File: src/rtl/usr_shift_ctrl_if.sv
// Command/response handshake bundle between a transfer producer and usr_shift_ctrl.
// The controller sits on the slave side.
interface usr_shift_ctrl_if;
   logic       cmd_valid;
   logic       cmd_ready;
   logic [7:0] cmd_data;
   logic       cmd_dir;
   logic [3:0] cmd_len;
   logic       rsp_valid;
   logic       rsp_ready;
   logic [7:0] rsp_data;

   modport master (
      output cmd_valid, cmd_data, cmd_dir, cmd_len, rsp_ready,
      input  cmd_ready, rsp_valid, rsp_data
   );

   modport slave (
      input  cmd_valid, cmd_data, cmd_dir, cmd_len, rsp_ready,
      output cmd_ready, rsp_valid, rsp_data
   );
endinterface

File: src/rtl/usr_shift_ctrl.sv
// Sequencer for the 8-bit universal shift register: loads a command word, paces 1..8
// full-duplex shift steps, then returns the captured register contents.
module usr_shift_ctrl #(
   parameter int CLKS_PER_BIT = 1
) (
   input  logic              clk,
   input  logic              rst,
   usr_shift_ctrl_if.slave   hs,
   input  logic              abort,
   input  logic              sin,
   output logic              sout,
   output logic              bit_strobe,
   output logic              busy,
   output logic [1:0]        usr_mode,
   output logic [7:0]        usr_par_in,
   output logic              usr_ser_left,
   output logic              usr_ser_right,
   input  logic [7:0]        usr_q
);

   localparam int PW = (CLKS_PER_BIT > 1) ? $clog2(CLKS_PER_BIT) : 1;
   localparam logic [PW-1:0] PACE_MAX = PW'(CLKS_PER_BIT - 1);

   localparam logic [1:0] MODE_HOLD  = 2'b00;
   localparam logic [1:0] MODE_LEFT  = 2'b01;
   localparam logic [1:0] MODE_RIGHT = 2'b10;
   localparam logic [1:0] MODE_LOAD  = 2'b11;

   typedef enum logic [1:0] {IDLE, LOAD, SHIFT, DONE} state_t;

   state_t        state, state_nxt;
   logic [PW-1:0] pace_q, pace_nxt;
   logic [3:0]    bits_q, bits_nxt;
   logic [7:0]    data_q;
   logic          dir_q;
   logic          armed_q;
   logic          accept;
   logic          pace_end;

   // Lengths of 0 and 9..15 mean a full byte.
   function automatic logic [3:0] norm_len(input logic [3:0] len);
      return ((len == 4'd0) || (len > 4'd8)) ? 4'd8 : len;
   endfunction

   assign hs.cmd_ready = armed_q && (state == IDLE);
   assign accept       = hs.cmd_valid && hs.cmd_ready;
   assign pace_end     = (pace_q == PACE_MAX);

   assign busy         = (state != IDLE);
   assign hs.rsp_valid = (state == DONE);
   // The register holds in DONE, so its output is stable for the whole response.
   assign hs.rsp_data  = (state == DONE) ? usr_q : 8'h00;
   assign usr_par_in   = data_q;

   assign sout          = (state == SHIFT) ? (dir_q ? usr_q[0] : usr_q[7]) : 1'b0;
   assign usr_ser_right = busy && !dir_q && sin;
   assign usr_ser_left  = busy &&  dir_q && sin;

   always_ff @(posedge clk or posedge rst) begin
      if (rst) begin
         state   <= IDLE;
         pace_q  <= '0;
         bits_q  <= 4'd0;
         data_q  <= 8'h00;
         dir_q   <= 1'b0;
         armed_q <= 1'b0;
      end else begin
         state   <= state_nxt;
         pace_q  <= pace_nxt;
         bits_q  <= bits_nxt;
         armed_q <= 1'b1;
         if (accept) begin
            data_q <= hs.cmd_data;
            dir_q  <= hs.cmd_dir;
         end
      end
   end

   always_comb begin
      state_nxt  = state;
      pace_nxt   = pace_q;
      bits_nxt   = bits_q;
      usr_mode   = MODE_HOLD;
      bit_strobe = 1'b0;
      case (state)
         IDLE: begin
            if (accept) begin
               state_nxt = LOAD;
               bits_nxt  = norm_len(hs.cmd_len);
            end
         end
         LOAD: begin
            usr_mode  = MODE_LOAD;
            pace_nxt  = '0;
            state_nxt = SHIFT;
         end
         SHIFT: begin
            if (pace_end) begin
               usr_mode   = dir_q ? MODE_RIGHT : MODE_LEFT;
               bit_strobe = 1'b1;
               pace_nxt   = '0;
               bits_nxt   = bits_q - 4'd1;
               if (bits_q == 4'd1) state_nxt = DONE;
            end else begin
               pace_nxt = pace_q + 1'b1;
            end
         end
         DONE: begin
            if (hs.rsp_ready) state_nxt = IDLE;
         end
         default: state_nxt = IDLE;
      endcase
      // Abort outranks both the last-step and the response transitions.
      if (abort && (state != IDLE)) state_nxt = IDLE;
   end

endmodule

File: src/flat_wrapper.sv
// flat-port wrapper written by rule: the top's interface ports become plain ports
module usr_shift_ctrl_flat 
#(
   parameter int CLKS_PER_BIT = 1
)
  (clk, rst, abort, sin, sout, bit_strobe, busy, usr_mode, usr_par_in, usr_ser_left, usr_ser_right, usr_q, hs_cmd_valid, hs_cmd_data, hs_cmd_dir, hs_cmd_len, hs_rsp_ready, hs_cmd_ready, hs_rsp_valid, hs_rsp_data);
  usr_shift_ctrl_if hs_i ();
  input  logic clk;
  input  logic rst;
  input  logic abort;
  input  logic sin;
  output logic sout;
  output logic bit_strobe;
  output logic busy;
  output logic [1:0] usr_mode;
  output logic [7:0] usr_par_in;
  output logic usr_ser_left;
  output logic usr_ser_right;
  input  logic [7:0] usr_q;
  input wire logic [$bits(hs_i.cmd_valid)-1:0] hs_cmd_valid;
  input wire logic [$bits(hs_i.cmd_data)-1:0] hs_cmd_data;
  input wire logic [$bits(hs_i.cmd_dir)-1:0] hs_cmd_dir;
  input wire logic [$bits(hs_i.cmd_len)-1:0] hs_cmd_len;
  input wire logic [$bits(hs_i.rsp_ready)-1:0] hs_rsp_ready;
  output wire logic [$bits(hs_i.cmd_ready)-1:0] hs_cmd_ready;
  output wire logic [$bits(hs_i.rsp_valid)-1:0] hs_rsp_valid;
  output wire logic [$bits(hs_i.rsp_data)-1:0] hs_rsp_data;
  assign hs_i.cmd_valid = hs_cmd_valid;
  assign hs_i.cmd_data = hs_cmd_data;
  assign hs_i.cmd_dir = hs_cmd_dir;
  assign hs_i.cmd_len = hs_cmd_len;
  assign hs_i.rsp_ready = hs_rsp_ready;
  assign hs_cmd_ready = hs_i.cmd_ready;
  assign hs_rsp_valid = hs_i.rsp_valid;
  assign hs_rsp_data = hs_i.rsp_data;
  usr_shift_ctrl #(.CLKS_PER_BIT(CLKS_PER_BIT)) u_core (.clk(clk), .rst(rst), .hs(hs_i), .abort(abort), .sin(sin), .sout(sout), .bit_strobe(bit_strobe), .busy(busy), .usr_mode(usr_mode), .usr_par_in(usr_par_in), .usr_ser_left(usr_ser_left), .usr_ser_right(usr_ser_right), .usr_q(usr_q));
endmodule
File: config.mk
export PLATFORM = sky130hd
export DESIGN_NAME = usr_shift_ctrl_flat
export DESIGN_NICKNAME = d
export VERILOG_FILES = /design/src/rtl/usr_shift_ctrl_if.sv /design/src/rtl/usr_shift_ctrl.sv /design/src/flat_wrapper.sv
export SDC_FILE = /design/constraint.sdc
export NUM_CORES = 1
export LEC_CHECK = 0
export CAP_MARGIN = 20
export CORE_MARGIN = 3
export CORE_UTILIZATION = 38
export CTS_CLUSTER_DIAMETER = 200
export DETAILED_ROUTE_END_ITERATION = 8
export GPL_ROUTABILITY_DRIVEN = 0
export PLACE_DENSITY = 0.78
export SLEW_MARGIN = 0
export SYNTH_ARGS = -nofsm -noshare
export SYNTH_HDL_FRONTEND = slang
export SYNTH_SLANG_ARGS = --single-unit
File: constraint.sdc
create_clock -name clk -period 1.85 [get_ports clk]
set_input_delay 0.185 -clock clk [delete_from_list [all_inputs] [get_ports clk]]
set_output_delay 0.185 -clock clk [all_outputs]
set_load 0.01 [all_outputs]
==> results of run 1 <==
-- final cells by class --
class / count / share of cell area
Sequential cell: 16 / 0.249
Tap cell: 28 / 0.0218
Timing Repair Buffer: 57 / 0.348
Multi-Input combinational cell: 70 / 0.338
Inverter: 9 / 0.0210
Clock buffer: 4 / 0.0226
-- layout by cell type (no fill, tap or decap), types with 5 or more instances in the layout --
cell type / n
clkdlybuf4s50_1: 43
nand2_1: 6
buf_4: 5
mux2_2: 9
and2_1: 9
inv_1: 8
dfrtp_1: 16
-- state kept, by name, indices dropped and copies added (netlist names) --
| signal | cells |
|---|---|
| u_core.state | 2 |
| u_core.bits_q | 4 |
| u_core.armed_q | 1 |
| u_core.usr_par_in | 8 |
| u_core.dir_q | 1 |
-- what timing repair did --
action / in CTS / in global routing
setup buffers: 2 / 0
hold buffers: 0 / 0
endpoints found under the setup margin: 15 / 9
pin swaps: 0 / 1
gates resized for setup: 11 / 5
endpoints found under the hold margin: 0 / 0
-- logic make-up after synthesis --
logic type | share of synthesized area
compound gates | 0.0873
fa+ha+maj | 0.0899
buf+inv | 0.0501
flops | 0.411
mux | 0.137
other cells | 0.00385
simple gates | 0.221
-- through the flow --
stage | std cells | setup slack [ps] | hold slack [ps] | util
floorplan | 97 | 250 | 98.7 | -
finish | 184 | 91.0 | 251 | 0.693
global placement | 178 | 219 | 491 | 0.662
detailed placement | 178 | 152 | 499 | 0.662
CTS | 184 | 6.55 | 261 | 0.686
global route | 184 | 6.68 | 282 | 0.693
-- worst max path at each step --
stage | endpoint | slack, ps | depth (start not counted)
CTS | hs_cmd_ready | 7 | 4
global route | hs_rsp_data[1] | 7 | 3
finish | hs_rsp_data[2] | 90 | 3
global placement | u_core.usr_par_in[6] | 220 | 5
detailed placement | u_core.usr_par_in[4] | 150 | 5
floorplan | u_core.bits_q[0] | 250 | 7
-- layer usage --
metal | part of all wire | GRT usage
met4 | 0.022 | 0.0915
met3 | 0.11 | 0.0529
met2 | 0.47 | 0.284
met1 | 0.40 | 0.173
met5 | 0 | 0
-- power by group through the flow --
stage,clock (mW),combinational (mW),sequential [mW]
floorplan,0,0.636,0.660
global placement,0,1.23,0.627
detailed placement,0,1.27,0.644
CTS,0.236,1.28,0.633
global route,0.254,1.42,0.664
finish,0.227,1.27,0.640
==> metrics.json, run 1 <==
{
  "port_buffers": {"value": 51},
  "r2r_cells": {"value": 5},
  "postSynthNetCount": {"value": 131},
  "floorplan.core_area": {"value": 2320, "unit": "um2"},
  "synthCells": {"value": 97},
  "critical_path_required": {"value": 1660, "unit": "ps"},
  "initial_core_utilization": {"value": 0.420},
  "achievable-frequency": {"value": 569, "unit": "MHz"},
  "initial_antenna_violation_count": {"value": 0},
  "multiInputGateArea": {"value": 543, "unit": "um2"},
  "share_comb_of_total_power": {"value": 0.594},
  "relSlewSlack": {"value": 0.613},
  "reg2reg_to": {"value": "u_core.usr_par_in[4]"},
  "synthFlopType": {"value": "dfrtp_1"},
  "post-layout-total-power": {"value": 2.14, "unit": "mW"},
  "synth_top_cell_area_share": {"value": 0.411},
  "synth.largest_area_cell": {"value": "dfrtp_1"},
  "synth-seq-cells": {"value": 16},
  "synth_enable_flop_cells": {"value": 0},
  "cts.root.buffer_cell": {"value": "clkbuf_4"},
  "finalSetupViolations": {"value": 0},
  "insertion_delay": {"value": 290, "unit": "ps"},
  "timing.critical_path.from": {"value": "u_core.state[0]"},
  "viasPerCell": {"value": 4.84},
  "intPower": {"value": 1.34, "unit": "mW"},
  "number_of_buffers_added_by_the_clock_tree_synthesis_step": {"value": 3},
  "setup_total_negative_slack": {"value": 0, "unit": "ps"},
  "synth.avg_cell_area": {"value": 10.0, "unit": "um2"},
  "post_synth_main_area_contributors": {"value": "dfrtp_1 41%, mux2_2 10%, ha_1 9.0%"},
  "period_share": {"value": 0.951},
  "std_cell_rows": {"value": 17},
  "post_route_cells_drive_above_1_share": {"value": 0.154},
  "grt_remaining_overflow": {"value": 0},
  "timing.rr.start": {"value": "u_core.state[1]"},
  "crit_path_cell_trace": {"value": "ha_4 > and2_1 > clkdlybuf4s50_1"},
  "tritoncts": {"value": "yes"},
  "grt_first_pass_wirelength": {"value": 4080, "unit": "um"},
  "fin_worst_skew": {"value": 1.95, "unit": "ps"},
  "timing_worst_setup_path_type": {"value": "flip-flop to primary output"},
  "routed_wire_length_per_instance": {"value": 12.9, "unit": "um"},
  "die-height": {"value": 56.6, "unit": "um"},
  "dpl.hpwl": {"value": 1940, "unit": "um"},
  "ys_top_cells_by_count": {"value": "16 x dfrtp_1, 9 x and2_1, 9 x inv_1, 9 x mux2_2, 7 x ha_1"},
  "netlist_area": {"value": 975, "unit": "um2"},
  "yosysMostFrequentCell": {"value": "dfrtp_1"},
  "vias": {"value": 891},
  "clock_power_share": {"value": 0.106},
  "synth_seq_area_share": {"value": 0.411},
  "worstMarginPinSlew": {"value": 579, "unit": "ps"},
  "unrepaired_setup_endpoints_after_global_routing": {"value": "false"},
  "switching_power": {"value": 0.791, "unit": "mW"},
  "postLayoutCellArea": {"value": 1610, "unit": "um2"},
  "synth_cell_type_count": {"value": 28},
  "syn2layout_area_growth": {"value": 65.0, "unit": "%"},
  "irDropWorstVdd": {"value": 901, "unit": "uV"},
  "residual_drc": {"value": 0},
  "cpLargestDelayFamily": {"value": "buffers and inverters"},
  "layout.filler_cells": {"value": 187},
  "slew_violations": {"value": 0},
  "power_density": {"value": 1330, "unit": "nW/um2"},
  "tritoncts_num_sinks": {"value": 16},
  "ctsLongestPathBuffers": {"value": 2},
  "power.static_leakage": {"value": 0.723, "unit": "nW"},
  "die_ar": {"value": 3210, "unit": "um2"},
  "via_count_of_the_first_global_routing_pass": {"value": 965},
  "cts_htree_levels": {"value": 1},
  "antenna_cells_inserted": {"value": 0},
  "sequential_fraction_of_design_power": {"value": 0.300},
  "worst_setup_path_end_kind": {"value": "primary output"},
  "cp_slowest_cell": {"value": "clkdlybuf4s50_1"},
  "clock_slew_at_the_register_clock_pins_of_the_worst_setup_and_hold_paths": {"value": 90, "unit": "ps"},
  "timing.hold.worst.class": {"value": "input pin to asynchronous set/reset pin"},
  "max-cap-violations": {"value": 0},
  "ios": {"value": 52},
  "regArea": {"value": 400, "unit": "um2"},
  "sw_frac_of_total": {"value": 0.370},
  "asyncSetResetFlopFracSynth": {"value": 1.00},
  "placed_cell_area": {"value": 1540, "unit": "um2"},
  "status": {"value": "finished clean"},
  "cp_num_buf_inv": {"value": 1},
  "firstDrtPassIters": {"value": 4},
  "crit_arrival": {"value": 1570, "unit": "ps"},
  "yosys_warnings": {"value": 0},
  "slowest_delay": {"value": 530, "unit": "ps"},
  "finalCriticalPeriod": {"value": 1760, "unit": "ps"},
  "grtUsageTotal": {"value": 0.164},
  "final-hold-violation-count": {"value": 0},
  "crit_path_start_kind": {"value": "flip-flop"},
  "wirelength": {"value": 2380, "unit": "um"},
  "detail-route-antenna-nets": {"value": 0},
  "worstPathMaxFanout": {"value": 10},
  "drt_iter0_markers": {"value": 8},
  "die_w": {"value": 56.6, "unit": "um"},
  "finalNetCount": {"value": 191},
  "reg2reg_setup_slack": {"value": 160, "unit": "ps"},
  "grt_max_degree": {"value": 17}
}
Note: power is estimated with default switching activity, not from simulation.
==> run 2, diff against run 1 <==
--- a/config.mk
+++ b/config.mk
@@ -5,7 +5,6 @@
 export SDC_FILE = /design/constraint.sdc
 export NUM_CORES = 1
 export LEC_CHECK = 0
-export CAP_MARGIN = 20
 export CORE_MARGIN = 3
 export CORE_UTILIZATION = 38
 export CTS_CLUSTER_DIAMETER = 200
==> results of run 2 <==
No change in the layout: final DEF, timing and power equal those of run 1.
==> variant 1, RTL diff (flow settings as in run 2) <==
Reset style: synchronous (`rst`), changed in one clocked block.
--- a/src/rtl/usr_shift_ctrl.sv
+++ b/src/rtl/usr_shift_ctrl.sv
@@ -56,7 +56,7 @@
    assign usr_ser_right = busy && !dir_q && sin;
    assign usr_ser_left  = busy &&  dir_q && sin;
 
-   always_ff @(posedge clk or posedge rst) begin
+   always_ff @(posedge clk) begin
       if (rst) begin
          state   <= IDLE;
          pace_q  <= '0;
Behaviour: differs if rst is asserted again (counterexample within 4 cycles, from zero or initial values and one cycle with rst high); with rst held inactive, the same outputs for 10 cycles.
==> variant 1 against run 2 <==
Critical path depth grew 1; wire length grew 4.8%; worst setup slack lost 0.064 ns; sequential cell count is the same; cell area shrank 2.3%; total power shrank 36%; synthesized area shrank 3.1%; worst hold slack gained 0.19 ns; utilization shrank 0.30 points; critical path type unchanged; largest cell class is now multi-input gates; largest power group unchanged.
==> variant 1: results (changes against run 2) <==
GRT
The met2 usage is 27.70% (-0.68 points). The number of global-route vias before repair is 950 (-1.6%). The pin count of the biggest net entering global routing is 13 (-4).

The met3 usage in global routing came to 5.800% (+0.51 points). The wire length of the first global-routing pass is 4.264 mm (+4.4%).

STA
The worst clock skew is 0.001975 ns (+0.00002204 ns).

Route
The detailed-routed wire length on met2 came to 1.130 mm (+0.62%). The wire length per cell is 12.60 um (-2.6%). The overall via count from detail_route is 1002 (+12%).

Finish
The net count of the finished layout is 205 (+7.3%). The number of combinational gates with multiple inputs is 84 (+20%). The number of buffers other than clock buffers in the final layout is 56 (-1.8%). The share of layout cells above drive strength 1 came to 11.18% (-4.2 points). The clock network area share is 2.309% (+0.052 points). The number of non-clock inverters was 10 (+1).

The sequential cell count of the final layout came to 16 (unchanged). The layout buffering overhead excluding clock cells is 34.63% (-0.15 points). The number of fillers in the final layout was 191 (+2.1%).

Synth
The share of the synthesized area in compound gates (AO/OA/AOI/OAI) came to 18.68% (+9.9 points). The total nets after synthesis is 149 (+14%). The portion of netlist area occupied by mux cells is 3.179% (-11 points). The share of synthesized cell area in full adder, half adder and majority cells is 9.272% (+0.29 points). Ranked by instance count, the synthesized netlist is headed by sky130_fd_sc_hd__nand2_1 (22), sky130_fd_sc_hd__dfxtp_1 (16), sky130_fd_sc_hd__a21oi_1 (11). The fraction of registers with async set/reset is 0% (-100 points).

The sequential element share of the synthesized area came to 33.91% (-7.2 points). The commonest register cell after synthesis is sky130_fd_sc_hd__dfxtp_1.

Critical path
The startpoint identified for the worst register-to-register timing path is u_core.state[1]$_SDFFE_PP0P_. The arrival time at the worst endpoint is 1.64 ns (+0.07 ns). In this run the critical register-to-register path is captured at u_core.bits_q[3]$_SDFFE_PP0P_.

Status
The flow ran to the end, and the final reports show no timing, DRC or antenna violations.

Power
The proportion of power drawn by flip-flops and latches is 32.8% (+2.8 points). The maximum VDD drop is 719.8 uV (-20%). The leakage power is 0.0006302 uW (-13%). The fraction of power consumed by the clock network is 16.8% (+6.2 points).

Hold path
The class of the tightest hold or removal check is input port to flop.

Clock tree
The total setup buffers inserted after CTS is 1 (-1).
-- variant 1: cell count changes in the layout (fill, tap and decap cells not counted), sizes merged, moves of 2 or more --
cell and delta:
mux2 -9, dfrtp -16, a21oi +7, clkdlybuf4s50 +2, dfxtp +16, o2bb2ai -2, nand2 +16, nand2b -3
o211ai +2, a221oi +2, clkdlybuf4s15 -2, nor2 -4
-- variant 1: per-stage QoR --
| step | TNS (ns) | setup slack [ns] | instances | hold WS, ns | cell area [um2] |
|---|---|---|---|---|---|
| 2_1_floorplan | 0 | 0.2857 | 115 | 0.2571 | 944.7 |
| 3_3_place_gp | 0 | 0.1214 | 193 | 0.4444 | 1499 |
| 3_5_place_dp | 0 | 0.07211 | 193 | 0.4491 | 1499 |
| 4_1_cts | 0 | 0.01143 | 198 | 0.4345 | 1569 |
| 5_1_grt | -0.2156 | -0.04046 | 198 | 0.4347 | 1572 |
| 6_report | 0 | 0.02658 | 198 | 0.4446 | 1572 |
==> variant 2, RTL diff (settings of run 2) <==
Made on the original files. Encoding of `state_t`: now one-hot (4 bits for 4 states).
--- a/src/rtl/usr_shift_ctrl.sv
+++ b/src/rtl/usr_shift_ctrl.sv
@@ -26,7 +26,7 @@
    localparam logic [1:0] MODE_RIGHT = 2'b10;
    localparam logic [1:0] MODE_LOAD  = 2'b11;
 
-   typedef enum logic [1:0] {IDLE, LOAD, SHIFT, DONE} state_t;
+   typedef enum logic [3:0] {IDLE = 4'b0001, LOAD = 4'b0010, SHIFT = 4'b0100, DONE = 4'b1000} state_t;
 
    state_t        state, state_nxt;
    logic [PW-1:0] pace_q, pace_nxt;
Behaviour: no difference found for any inputs over 10 cycles, from zero or initial values and one cycle with rst high; not proved beyond that.
==> variant 2 against run 2 <==
Total power decreased by 11%; synthesized area increased by 11%; count of clock-buffer cells in the layout unchanged; via count increased by 14%; wire length increased by 19%; worst setup slack got worse by 0.036 ns; cell area increased by 8.9%; sequential cell count increased by 2; largest cell class unchanged; highest routed layer unchanged.
==> variant 2: results (changes against run 2) <==
Finish
The sequential portion of the cell area came to 26.02% (+1.1 points). The number of non-clock inverters came to 7 (-2). The layout buffering overhead excluding clock cells is 36.10% (+1.3 points).

The net count of the finished layout is 200 (+4.7%). The number of fillers in the final layout is 197 (+5.3%). The clock network area share came to 1.501% (-0.76 points). The post-route cell area came to 0.001750 mm2 (+8.9%). The share of layout cells above drive strength 1 is 32.94% (+18 points).

Floorplanning
The area enclosed by the die boundary is 0.003521 mm2 (+9.7%).

Route
The amount of wire on met3 after detailed routing was 125 um (-51%). The via-per-instance ratio is 5.095 (+5.2%). The detailed-route wire length on metal 1 was 1.241 mm (+31%).

The wire length per cell was 14.14 um (+9.3%). The aggregate routed wire length came to 2.827 mm (+19%). The violation count after the first detailed-route iteration came to 11 (+3).

Power
The maximum VDD drop came to 848.8 uV (-5.8%). The total combinational power came to 998 uW (-21%). The switching share of total power was 33.72% (-3.3 points). The clock network power is 202 uW (-11%).

STA
The achievable frequency is 0.5572 GHz (-2.0%). The worst slack on hold paths is 0.2801 ns (+0.02892 ns). The worst clock skew is 0.005520 ns (+0.003567 ns).

Synth
The sequential element share of the synthesized area is 41.78% (+0.70 points). The total nets after synthesis is 129 (-1.5%). The mean cell area of the mapped netlist is 10.81 um2 (+7.6%). The number of library cell types mapped by synthesis is 40 (+43%). Counting instances in the post-synthesis netlist gives the leading cell types as sky130_fd_sc_hd__dfrtp_1 (17), sky130_fd_sc_hd__and2_1 (10), sky130_fd_sc_hd__mux2_4 (7). By area the synthesized netlist is led by sky130_fd_sc_hd__dfrtp_1 (39%), sky130_fd_sc_hd__mux2_4 (9.7%), sky130_fd_sc_hd__and2_1 (5.8%).

Clock tree
The number of gates resized after CTS is 30 (+19). The clock sink total is 18 (+2).

Status
The run finished with clean final reports.

Critical path
The endpoint of the lowest-slack register-to-register path is u_core.usr_par_in[1]$_DFFE_PP0P_. The delay of the slowest critical-path stage is 0.44 ns (-0.09 ns). The start of the worst register-to-register path is u_core.state[3]$_DFFE_PP0P_. In this run the worst setup path terminates at u_core.usr_par_in[1]$_DFFE_PP0P_. The largest fanout of any net on the critical path is 12 (+2). The arrival time at the worst endpoint came to 1.98 ns (+0.41 ns).

GRT
The wire length of the first global-routing pass is 4.450 mm (+9.0%). The combined global-route utilization of all metal layers was 16.43% (+0.044 points). The global-route track usage on met1 is 21.66% (+4.4 points).

The met3 usage in global routing came to 2.832% (-2.5 points). The number of global-route vias before repair is 1014 (+5.1%). The met2 usage is 28.39% (about the same).

Placement
The cell count after placement is 184 (+3.4%). The worst slack at placement is -0.07045 ns (-0.2225 ns).
-- variant 2: cell count changes in the layout (fill, tap and decap cells not counted), moves of 4 or more --
| cell | before | now |
|---|---|---|
| sky130_fd_sc_hd__buf_4 | 5 | 20 |
| sky130_fd_sc_hd__clkdlybuf4s50_1 | 43 | 34 |
| sky130_fd_sc_hd__mux2_2 | 9 | 1 |
| sky130_fd_sc_hd__mux2_4 | 0 | 7 |
| sky130_fd_sc_hd__clkbuf_2 | 0 | 5 |
| sky130_fd_sc_hd__nand2_1 | 6 | 1 |
| sky130_fd_sc_hd__clkdlybuf4s15_1 | 2 | 6 |
-- variant 2: logic make-up after synthesis --
group / after synthesis / share of synthesized area, %
AOI/OAI and AO/OA: 17 / 11.57
adders and majority gates: 2 / 2.314
muxes: 9 / 11.69
other: 1 / 0.3469
and+or+nand+nor: 40 / 24.31
buffers and inverters: 13 / 7.987
DFF: 18 / 41.78
